[config.mk]
export PLATFORM = sky130hd
export DESIGN_NAME = mem_bus_arbiter
export DESIGN_NICKNAME = d
export VERILOG_FILES = /design/src/rtl/mem_bus_arbiter.sv
export SDC_FILE = /design/constraint.sdc
export NUM_CORES = 1
export LEC_CHECK = 0
export ABC_AREA = 1
export CORE_ASPECT_RATIO = 0.5
export CORE_MARGIN = 2
export CORE_UTILIZATION = 40
export CTS_CLUSTER_DIAMETER = 150
export DETAILED_ROUTE_END_ITERATION = 12
export DONT_BUFFER_PORTS = 1
export GPL_ROUTABILITY_DRIVEN = 1
export SETUP_SLACK_MARGIN = 0.4
export SLEW_MARGIN = 40
export SYNTH_ARGS = -nofsm -noshare
export SYNTH_HDL_FRONTEND = slang
export SYNTH_SLANG_ARGS = --single-unit
[constraint.sdc]
create_clock -name clk -period 1.55 [get_ports clk]
set_input_delay 0.2325 -clock clk [delete_from_list [all_inputs] [get_ports clk]]
set_output_delay 0.2325 -clock clk [all_outputs]
set_load 0.005 [all_outputs]
[src/rtl/mem_bus_arbiter.sv]
// Single-port memory arbiter between the 6502 core and a DMA requester.
// Zero-latency grant, DMA burst cap with one forced CPU slot, tagged read return.
module mem_bus_arbiter #(
  parameter int ADDR_WIDTH    = 16,
  parameter int DATA_WIDTH    = 8,
  parameter int DMA_MAX_BURST = 4
) (
  input  logic                  clk,
  input  logic                  reset,
  input  logic [ADDR_WIDTH-1:0] cpu_addr,
  input  logic [DATA_WIDTH-1:0] cpu_wdata,
  input  logic                  cpu_rw,
  output logic [DATA_WIDTH-1:0] cpu_rdata,
  output logic                  cpu_rdy,
  input  logic                  dma_req,
  input  logic [ADDR_WIDTH-1:0] dma_addr,
  input  logic [DATA_WIDTH-1:0] dma_wdata,
  input  logic                  dma_rw,
  output logic                  dma_gnt,
  output logic [DATA_WIDTH-1:0] dma_rdata,
  output logic                  dma_valid,
  output logic [ADDR_WIDTH-1:0] mem_addr,
  output logic [DATA_WIDTH-1:0] mem_wdata,
  output logic                  mem_we,
  output logic                  mem_en,
  input  logic [DATA_WIDTH-1:0] mem_rdata
);

  localparam logic [3:0] MAX_BURST = 4'(DMA_MAX_BURST);

  typedef enum logic {
    ST_CPU = 1'b0,
    ST_DMA = 1'b1
  } state_t;

  // state_q is the owner of the previous cycle; with rd_pend it forms the read-return tag
  state_t          state_q;
  state_t          state_d;
  logic [3:0]      burst_cnt;
  logic            rd_pend;
  logic            cur_rw;

  always_ff @(posedge clk or negedge reset) begin
    if (!reset) begin
      state_q <= ST_CPU;
    end else begin
      state_q <= state_d;
    end
  end

  always_comb begin
    state_d = ST_CPU;
    if (dma_req && (burst_cnt < MAX_BURST)) begin
      state_d = ST_DMA;
    end
  end

  // Outputs are forced low while reset is held so a grant drops asynchronously
  always_comb begin
    cpu_rdy   = 1'b0;
    dma_gnt   = 1'b0;
    mem_en    = 1'b0;
    mem_we    = 1'b0;
    mem_addr  = '0;
    mem_wdata = '0;
    cur_rw    = cpu_rw;
    if (state_d == ST_DMA) begin
      cur_rw = dma_rw;
    end
    if (reset) begin
      mem_en = 1'b1;
      if (state_d == ST_DMA) begin
        dma_gnt   = 1'b1;
        mem_addr  = dma_addr;
        mem_wdata = dma_wdata;
        mem_we    = ~dma_rw;
      end else begin
        cpu_rdy   = 1'b1;
        mem_addr  = cpu_addr;
        mem_wdata = cpu_wdata;
        mem_we    = ~cpu_rw;
      end
    end
  end

  always_ff @(posedge clk or negedge reset) begin
    if (!reset) begin
      burst_cnt <= '0;
      rd_pend   <= 1'b0;
      cpu_rdata <= '0;
      dma_rdata <= '0;
    end else begin
      if (state_d == ST_DMA) begin
        burst_cnt <= burst_cnt + 4'd1;
      end else begin
        burst_cnt <= '0;
      end
      rd_pend <= cur_rw;
      if (rd_pend && (state_q == ST_CPU)) begin
        cpu_rdata <= mem_rdata;
      end
      if (rd_pend && (state_q == ST_DMA)) begin
        dma_rdata <= mem_rdata;
      end
    end
  end

  assign dma_valid = rd_pend && (state_q == ST_DMA);

endmodule

; Word level (Yosys, flattened, before mapping)
; Index checks and enable logic that the tools add are counted.
; W data, S select, Z words.
[totals]
word_cells = 27
ff_bits = 22
output_inout_bits = 45
inputBits = 61
[classes]
n_addsub = 1
reduce_logical = 3
n_lt_le_gt_ge = 1
n_mux = 14
bitwise_logic = 3
[op_table]
columns = op, count
row1 = $mux W16, 2
row2 = $mux W8, 2
row3 = $mux W1, 9
row4 = $add A4 B1 Y4 const B, 1
row5 = $lt A4 B3 Y1 const B, 1
row6 = $mux W4, 1
row7 = $logic_and A1 B1 Y1, 3
row8 = $not A1 Y1, 3

; Depth between registers and ports, before layout
; Gate-level depths: netlist (run 1).
[logic_depth]
word_depth = 5
mapped_depth = 6
depth_no_buf = 5

; Least setup slack after synthesis (run 1)
; Ideal clock, no wire load.
[synth_timing]
path_kind = reg2out
startpoint = register burst_cnt[2]
endpoint = output mem_we
arrival_ns = 0.942
path_slack_ns = 0.375
path_stages_with_launch = 7
t_required_ns = 1.317
cell_sequence = dfrtp_1 > nor2_4 > nand2_2 > buf_6 > nand2_1 > nand2_2 > nor2_2
[synth_between]
elab_chain_cells = 5
[synth_rtl]
columns = item, line
row1 = from (decl), 39  ; logic [3:0] burst_cnt;
row2 = from (signal assigned), 94  ; burst_cnt <= burst_cnt + 4'd1;
row3 = $lt A4 B3 Y1, 53  ; if (dma_req && (burst_cnt < MAX_BURST)) begin
row4 = $logic_and A1 B1 Y1, 53
row5 = $mux W1, 53
row6 = $mux W1, 72  ; if (state_d == ST_DMA) begin
row7 = $mux W1, 70  ; if (reset) begin
row8 = to (decl), 24  ; output logic mem_we,
; Every way passes these cells.

; Final worst setup path (run 1)
[layout_timing]
startpoint = register burst_cnt[3]
endpoint = output mem_wdata[6]
[layout_between]
elab_chain_cells = 5
[layout_rtl]
columns = item, line
row1 = $lt A4 B3 Y1, 53
row2 = $logic_and A1 B1 Y1, 53
row3 = $mux W1, 53
row4 = $mux W8, 72
row5 = $mux W8, 70
row6 = to (decl), 23  ; output logic [DATA_WIDTH-1:0] mem_wdata,
; Every way passes these cells.

==> impl_results.md, run 1 <==
- Outcome: complete, no violations
- Flop and latch count out of synthesis: 22
- Starting Density: 42.2%
- Final Hold Viols: 0
- Fin crit share: 95.0%
- Layout Skew: 0.00210 ns
- Critical path type: flip-flop to output pin
- Post-route cell area: 1450 µm²
- Stages on worst setup path: 4
- Synth area leader: dfrtp_1
- Placer congestion estimate: 0.646
- Yosys cell types: 17
- I/O pin total: 106
- Power per Cell Area: 1000 nW/µm²
- Syn nets: 233
- ANT nets after route: 0
- Layout cell share with drive strength beyond 1: 13.1%
- Worst Path Max Fanout: 13
- # setup viols final: 0
- Fmax: 679 MHz
- Placed inst area: 1250 µm²
- Largest net degree at the start of global routing: 52
- Max Used Layer: met4
- Wire length per cell: 14.6 µm
- Critical path origin: burst_cnt[3]
- Core area: 3010 µm²
- CTS max path bufs: 2
- Starting DRT DRC Count: 34
- CTS tree: built
- Overflow after GRT: 0
- Input/output buffers: 0
- RSZ-0062 raised after global routing: yes
- YS warnings: 0
- Reg-to-reg endpoint: burst_cnt[0]
- Req. time, crit path: 1.32 ns
- Layout area overhead: 14.0%
- Hold Crit Class: primary input to flip-flop
- H-tree levels: 1
- Worst setup path endpoint: mem_wdata[6]
- Antenna Cells: 0
- Die ar.: 3680 µm²
- DR pass1 iterations: 4
- Metal3 WL: 170 µm
- Startpoint Class: flip-flop
- Vias per cell: 5.57
- Pleak: 0.745 nW
- DP Wirelength: 1940 µm
- CTS Sinks: 22
- Met2 Wirelength: 1500 µm
- Arrival time worst endpoint: 1.24 ns
- Vias in the first global route: 961
- Syn Area/Cell: 7.44 µm²
- Worst Path Buf+Inv: 1
- Critical path, cell by cell: nor2_4 -> buf_4 -> nand4_1 -> nand2_1
- Pins Over Slew Limit: 0
- TritonCTS Buffers: 3
- Die outline height: 43.9 µm
- Top-area cell type share of the netlist area: 43.3%
- Via count: 1159
- CP Capture Type: output pin
- Post-synthesis sequential area ratio: 43.3%
- Initial antenna violation count: 0
- Worst r2r src: burst_cnt[3]
- Hold_ws: 0.0977 ns
- Root Buffer: clkbuf_8
- CP max stage delay: 0.40 ns
- Max cap viols: 0
- Clk Latency, worst-skew pair: 0.26 ns
- Minimum clock period: 1.47 ns
- Synth Cell Area: 1270 µm²
- Cell family with most CP delay: flip-flops
- Critical Path Slowest Stage Cell: dfrtp_1
- Largest cells by area after synthesis: dfrtp_1 (43%), nand2_1 (13%), nand4_1 (12%)
- Residual DRC: 0
- Max VDD drop: 578 µV
- Num rows: 14
- Cells on worst reg2reg path: 4
- Mapped Cells: 171
- Layout net count: 231
- Final WL: 3030 µm
- First-pass GRT wire length: 4700 µm
- Worst-path clk slew: 0.08 ns
- Tot GR Track Use: 16.0%
- Reg2reg setup slack: 0.55 ns
- Chip width: 83.8 µm
- DRT met1 WL: 1350 µm
-- cells in the final DEF, fill, tap and decap left out --
cell type and n:
nand2_4 3, buf_4 3, nand3_1 23, inv_1 14, nand2_8 2, nor2_2 2, dlygate4sd3_1 1, nand2_1 40
nand4_1 24, o21ai_0 16, buf_12 1, dfrtp_1 22, buf_6 1, buf_2 1, clkbuf_8 3, conb_1 1
nor2_1 4, nand2_2 2, nor2_4 1, nand3_2 2, bufinv_16 1, ha_1 1
-- Yosys cell counts, drive strengths merged --
master / n
nand3: 25
inv: 14
buf: 15
clkbuf: 1
ha: 1
o21ai: 16
dfrtp: 22
conb: 1
nand4: 24
nor2: 7
nand2: 45
-- stage by stage --
stage / cells / setup TNS [ns] / setup slack (ns) / power, W / utilization (%)
after floorplan: 171 / 0 / 0.375 / 0.000894 / -
after global placement: 197 / 0 / 0.180 / 0.000898 / 41.5
after detailed placement: 197 / 0 / 0.143 / 0.000905 / 41.5
after CTS: 207 / 0 / 0.0690 / 0.00148 / 47.4
after global routing: 208 / -0.0691 / -0.0205 / 0.00155 / 48.1
final: 208 / 0 / 0.0774 / 0.00146 / 48.1
-- worst register-to-register path, cell delays in order (launching register included) --
cell and delay, ns:
dfrtp_1 0.40, nor2_4 0.18, buf_4 0.17, nand2_8 0.09
nor2_1 0.10
-- logic make-up after synthesis --
family / Yosys count / share of synthesized area [%]
compound gates: 16 / 6.29
simple gates: 101 / 38.2
fa+ha+maj: 1 / 0.983
buf+inv: 30 / 11.0
flops: 22 / 43.3
other cells: 1 / 0.295
-- worst min path at each step --
stage          startpoint            to  slack [ns]  cells after the start
6_report           cpu_rw       rd_pend         0.1                      2
3_5_place_dp        reset  burst_cnt[1]       -0.06                      0
2_1_floorplan       reset  burst_cnt[0]       -0.06                      0
5_1_grt            cpu_rw       rd_pend        0.09                      2
3_3_place_gp        reset  burst_cnt[1]       -0.06                      0
4_1_cts            cpu_rw       rd_pend        0.10                      2
-- layout make-up --
| class | count | area, µm² |
|---|---|---|
| Clock buffer | 3 | 41.3 |
| Clock inverter | 1 | 30.0 |
| Fill cell | 297 | 1560 |
| Inverter | 14 | 52.6 |
| Multi-Input combinational cell | 121 | 657 |
| Sequential cell | 22 | 551 |
| Tap cell | 40 | 50.0 |
| Timing Repair Buffer | 7 | 68.8 |
-- where the power goes --
group	leakage (nW)	internal (W)	total [W]	switching [W]
registers	0.273	0.000655	0.000717	0.0000619
clock network	0.0357	0.000345	0.000524	0.000180
logic	0.436	0.0000857	0.000215	0.000129
-- repair_timing --
action | in CTS | in global routing
buffers inserted | 3 | 0
hold buffers | 1 | 1
pin swaps | 3 | 2
setup endpoints to repair | 29 | 35
gates cloned | 2 | 0
hold endpoints to repair | 22 | 22
resized for setup | 8 | 4
-- layer usage --
| layer | GRT usage (%) | up-vias |
|---|---|---|
| met5 | 0 | - |
| met4 | 3.87 | 0 |
| met3 | 3.62 | 2 |
| met2 | 27.4 | 42 |
| met1 | 21.1 | 541 |
| li1 | - | 574 |
-- registers in the layout, summed over array words and instances, names as in the netlist --
| signal | cells |
|---|---|
| burst_cnt | 4 |
| rd_pend | 1 |
| state_q | 1 |
| cpu_rdata | 8 |
| dma_rdata | 8 |
Power figures use the tool's default switching activity.
==> run 2: changes to the inputs <==
--- a/config.mk
+++ b/config.mk
@@ -14,7 +14,8 @@
 export DONT_BUFFER_PORTS = 1
 export GPL_ROUTABILITY_DRIVEN = 1
 export SETUP_SLACK_MARGIN = 0.4
-export SLEW_MARGIN = 40
+export SKIP_LAST_GASP = 1
+export SLEW_MARGIN = 20
 export SYNTH_ARGS = -nofsm -noshare
 export SYNTH_HDL_FRONTEND = slang
 export SYNTH_SLANG_ARGS = --single-unit
==> run 2 against run 1 <==
Clock skew hardly changed. Sequential power about the same. Maximum frequency is essentially flat. Count of clock-buffer cells in the layout did not move. Critical endpoint unchanged. Setup slack about the same. Power about the same. Wire length increased by 0.33%. Register-to-register slack is essentially flat. Design area did not move. Sequential share of layout area is the same. First-iteration DRC count grew 2.9%.
==> impl_results.md, run 2 (synthesis results as in run 1) <==
- Reg2reg setup slack: 0.55 ns
- Via count: 1160
- Flop pwr share: 49.2%
- CTS Sinks: 22
- Hold Crit Class: primary input to flip-flop
- Initial antenna violation count: 0
- Residual DRC: 0
- Cells after DPL: 197
- Layout area overhead: 14.0%
- Placer congestion estimate: 0.646
- Fillers: 297
- Critical path, cell by cell: nor2_4 -> buf_4 -> nand4_1 -> nand2_1
- Power per Cell Area: 1010 nW/µm²
- Req. time, crit path: 1.32 ns
- Hold Path Sink: rd_pend
- Overflow after GRT: 0
- CTS tree: built
- Fmax: 679 MHz
- First-pass GRT wire length: 4700 µm
- Worst r2r src: burst_cnt[3]
- Hold Path Origin: cpu_rw
- Placed inst area: 1250 µm²
- Layout net count: 231
- Minimum clock period: 1.47 ns
- Num rows: 14
- Chip width: 83.8 µm
- Pre-CTS setup slack: 0.143 ns
- Startpoint Class: flip-flop
- TritonCTS Buffers: 3
- Max cap viols: 0
- Max VDD drop: 578 µV
- Clk Latency, worst-skew pair: 0.26 ns
- ANT nets after route: 0
- Layout Skew: 0.00184 ns
- Starting Density: 42.2%
- CP Capture Type: output pin
- Worst Path Max Fanout: 13
- CTS max path bufs: 2
- Final Hold Viols: 0
- Critical path type: flip-flop to output pin
- # setup viols final: 0
- Cells on worst reg2reg path: 4
- Clock network power share: 36.0%
- Pins Over Slew Limit: 0
- Logic pwr share: 14.8%
- Core area: 3010 µm²
- Sw Ratio: 25.5%
- Outcome: complete, no violations
- Wire length per cell: 14.6 µm
- Root Buffer: clkbuf_8
- H-tree levels: 1
- Fin worst setup slack: 0.0770 ns
- Worst-path clk slew: 0.08 ns
- Fin crit share: 95.0%
- Layout cell share with drive strength beyond 1: 13.1%
- Tot GR Track Use: 16.0%
- Critical Path Slowest Stage Cell: dfrtp_1
- Switching pwr: 0.000372 W
- Most frequent cells in the layout: nand2_1 (40), nand4_1 (24), nand3_1 (23)
- Final WL: 3040 µm
- Top flop regs: cpu_rdata (8), dma_rdata (8), burst_cnt (4)
- Setup TNS: 0 ns
- Hold path depth: 2
- DP Wirelength: 1940 µm
- Post-route cell area: 1450 µm²
- Most common cell after layout, fill and taps aside: nand2_1
- Die outline height: 43.9 µm
- Antenna Cells: 0
- I/O pin total: 106
- Vias per cell: 5.58
- Arrival time worst endpoint: 1.24 ns
- Pleak: 0.745 nW
- DR pass1 iterations: 4
- CP max stage delay: 0.40 ns
- Starting DRT DRC Count: 35
- Die ar.: 3680 µm²
- Tot Pwr: 0.00146 W
- Input/output buffers: 0
- Vias in the first global route: 961
- RSZ-0062 raised after global routing: yes
- Largest net degree at the start of global routing: 52
- Pint: 0.00109 W
- Layout Cells excl Fill: 208
- Reg-to-reg endpoint: burst_cnt[0]
==> run 2: cell counts in the layout (fill, tap and decap cells not counted) <==
Identical to the previous run, type by type.
==> run 2: through the flow <==
stage,util [%],hold WS [ns]
2_1_floorplan,-,-0.0631
3_3_place_gp,41.5,-0.0619
3_5_place_dp,41.5,-0.0619
4_1_cts,47.4,0.100
5_1_grt,48.1,0.0925
6_report,48.1,0.0976
==> run 2: worst max-delay path by stage <==
stage,startpoint,depth (start not counted),slack [ns],endpoint
6_report,burst_cnt[3],4,0.08,mem_wdata[6]
5_1_grt,burst_cnt[3],4,-0.02,mem_addr[12]
4_1_cts,burst_cnt[3],6,0.07,mem_we
3_5_place_dp,burst_cnt[2],5,0.14,mem_we
3_3_place_gp,burst_cnt[2],5,0.18,mem_we
2_1_floorplan,burst_cnt[2],6,0.38,mem_we
==> run 2: per-layer routing <==
| metal | wire [µm] | vias to the layer above | GRT usage (%) | part of all wire [%] |
|---|---|---|---|---|
| met3 | 170 | 2 | 3.62 | 5.6 |
| met4 | 19 | 0 | 3.87 | 0.62 |
| met5 | 0 | - | 0 | 0 |
| li1 | - | 574 | - | - |
| met2 | 1490 | 42 | 27.4 | 49 |
| met1 | 1360 | 542 | 21.1 | 45 |
==> run 2: cell type report <==
class | instances | area (µm²) | share of cell area (%)
Inverter | 14 | 52.6 | 3.62
Tap cell | 40 | 50.0 | 3.45
Sequential cell | 22 | 551 | 38.0
Clock inverter | 1 | 30.0 | 2.07
Timing Repair Buffer | 7 | 68.8 | 4.75
Clock buffer | 3 | 41.3 | 2.85
Multi-Input combinational cell | 121 | 657 | 45.3
==> run 2: critical path, delay by kind of cell, from the launching register on <==
family / cells / cell delay, ns
flip-flops: 1 / 0.40
AND/OR/NAND/NOR: 3 / 0.38
buffers and inverters: 1 / 0.21
==> run 2: power groups by stage <==
stage          combinational (W)  sequential, W  clock, W
2_1_floorplan           0.000181       0.000714         0
3_3_place_gp            0.000171       0.000727         0
3_5_place_dp            0.000177       0.000728         0
4_1_cts                 0.000216       0.000719  0.000544
5_1_grt                 0.000255       0.000728  0.000567
6_report                0.000215       0.000717  0.000525
==> run 2: what timing repair did <==
item / CTS / global route
pin swaps: 3 / 1
gates cloned: 2 / 0
resized for setup: 8 / 4
endpoints found under the hold margin: 22 / 22
hold buffers: 1 / 1
buffers inserted: 3 / 0
endpoints found under the setup margin: 29 / 35
==> run 3: changes to the inputs <==
--- a/config.mk
+++ b/config.mk
@@ -13,7 +13,7 @@
 export DETAILED_ROUTE_END_ITERATION = 12
 export DONT_BUFFER_PORTS = 1
 export GPL_ROUTABILITY_DRIVEN = 1
-export SETUP_SLACK_MARGIN = 0.4
+export PLACE_DENSITY = 0.6
 export SKIP_LAST_GASP = 1
 export SLEW_MARGIN = 20
 export SYNTH_ARGS = -nofsm -noshare
==> run 3 against run 2 <==
Sequential power about the same. Die area unchanged. Clock skew increased by 0.0016 ns. Power decreased by 0.44%. Design area decreased by 2.0%. Global-route usage decreased by 1.1 points. First-iteration DRC count increased by 51%. Sequential share of layout area increased by 0.77 points. Critical path type unchanged. Register-to-register slack got worse by 0.06 ns.
==> impl_results.md, run 3 (synthesis results as in run 1) <==
- Input/output buffers: 0
- Critical path type: flip-flop to output pin
- Core area: 3010 µm²
- Switching pwr: 0.000368 W
- Hold_ws: 0.108 ns
- Worst-path clk slew: 0.08 ns
- Die outline height: 43.9 µm
- Overflow after GRT: 0
- DP Wirelength: 1940 µm
- Root Buffer: clkbuf_8
- Most frequent cells in the layout: nand2_1 (42), nand3_1 (24), nand4_1 (24)
- Hold Crit Class: primary input to flip-flop
- CP Capture Type: output pin
- Wire length per cell: 14.3 µm
- Via count: 1177
- Max VDD drop: 582 µV
- Fin worst setup slack: 0.0582 ns
- Pint: 0.00108 W
- Layout area overhead: 11.7%
- Layout Cells excl Fill: 209
- TritonCTS Buffers: 3
- Tot Pwr: 0.00145 W
- Initial antenna violation count: 0
- Startpoint Class: flip-flop
- Clk Latency, worst-skew pair: 0.26 ns
- Sw Ratio: 25.3%
- DR pass1 iterations: 4
- Layout net count: 232
- Flop pwr share: 49.3%
- CTS Sinks: 22
- Req. time, crit path: 1.32 ns
- Tot GR Track Use: 14.8%
- Post-layout util: 47.2%
- Fmax: 670 MHz
- Vias in the first global route: 994
- Logic pwr share: 14.5%
- Outcome: complete, no violations
- Cells after DPL: 197
- Final WL: 2990 µm
- RSZ-0062 raised after global routing: yes
- Die ar.: 3680 µm²
- Layout Skew: 0.00347 ns
- Starting DRT DRC Count: 53
- CTS tree: built
- Residual DRC: 0
- Chip width: 83.8 µm
- Top flop regs: cpu_rdata (8), dma_rdata (8), burst_cnt (4)
- I/O pin total: 106
- Pleak: 0.737 nW
- Placer congestion estimate: 0.596
- Power per Cell Area: 1020 nW/µm²
- ANT nets after route: 0
- Num rows: 14
- Pre-CTS setup slack: 0.139 ns
- Final Hold Viols: 0
- Largest net degree at the start of global routing: 52
- Minimum clock period: 1.49 ns
- Clock network power share: 36.2%
- Pins Over Slew Limit: 0
- CTS max path bufs: 2
- Worst Path Max Fanout: 12
- H-tree levels: 1
- Layout cell share with drive strength beyond 1: 11.2%
- Max cap viols: 0
- Fin crit share: 96.2%
- Arrival time worst endpoint: 1.26 ns
- Antenna Cells: 0
- First-pass GRT wire length: 4420 µm
- Most common cell after layout, fill and taps aside: nand2_1
- Vias per cell: 5.63
- # setup viols final: 0
- Starting Density: 42.2%
-- run 3: worst max-delay path, cell delays in order, from the launching register on --
cell and delay (ns):
dfrtp_1 0.40, nor2_4 0.15, buf_4 0.14, buf_8 0.12
nand4_1 0.09, nand2_1 0.10
-- run 3: layout make-up --
class	instances	area, µm²
inverters	14	52.6
clock inverters	1	30.0
repair buffers	9	82.6
well taps	40	50.0
multi-input cells	120	614
clock buffers	3	41.3
flip-flops and latches	22	551
fillers	285	1590
-- run 3: repair_timing --
action / 4_1_cts / 5_1_grt
setup buffers: 0 / 4
pin swaps: 0 / 2
hold buffers: 1 / 1
gates resized for setup: 2 / 7
hold endpoints to repair: 22 / 22
gates cloned: 0 / 2
endpoints found under the setup margin: 27 / 21
-- run 3: path summary, 6_finish.rpt --
check,slack (ns),startpoint,depth (start not counted),to
setup / recovery,0.06,burst_cnt[3],5,mem_addr[5]
hold / removal,0.11,cpu_rw,2,rd_pend
setup reg to reg,0.49,state_q,4,cpu_rdata[4]
hold reg to reg,0.44,burst_cnt[0],1,burst_cnt[0]
max in group asynchronous,0.73,reset,2,dma_rdata[6]
min in group asynchronous,0.49,reset,2,cpu_rdata[2]
-- run 3: per-stage QoR --
stage | setup TNS (ns) | cell area, µm²
2_1_floorplan | 0 | 1270
3_3_place_gp | 0 | 1250
3_5_place_dp | 0 | 1250
4_1_cts | 0 | 1350
5_1_grt | -0.0552 | 1420
6_report | 0 | 1420
-- run 3: power by group through the flow --
stage	clock, W	combinational, W	sequential [W]
final	0.000525	0.000211	0.000716
after global routing	0.000563	0.000246	0.000727
after CTS	0.000545	0.000193	0.000718
after detailed placement	0	0.000176	0.000728
after global placement	0	0.000170	0.000727
after floorplan	0	0.000181	0.000714
-- run 3: per-layer routing --
metal	track usage, %	vias to the layer above	part of all wire [%]	wire length (µm)
met5	0	-	0	0
met4	4.52	0	0.64	19
met3	2.86	2	6.2	184
met2	27.7	49	49	1460
met1	17.9	553	44	1320
li1	-	573	-	-
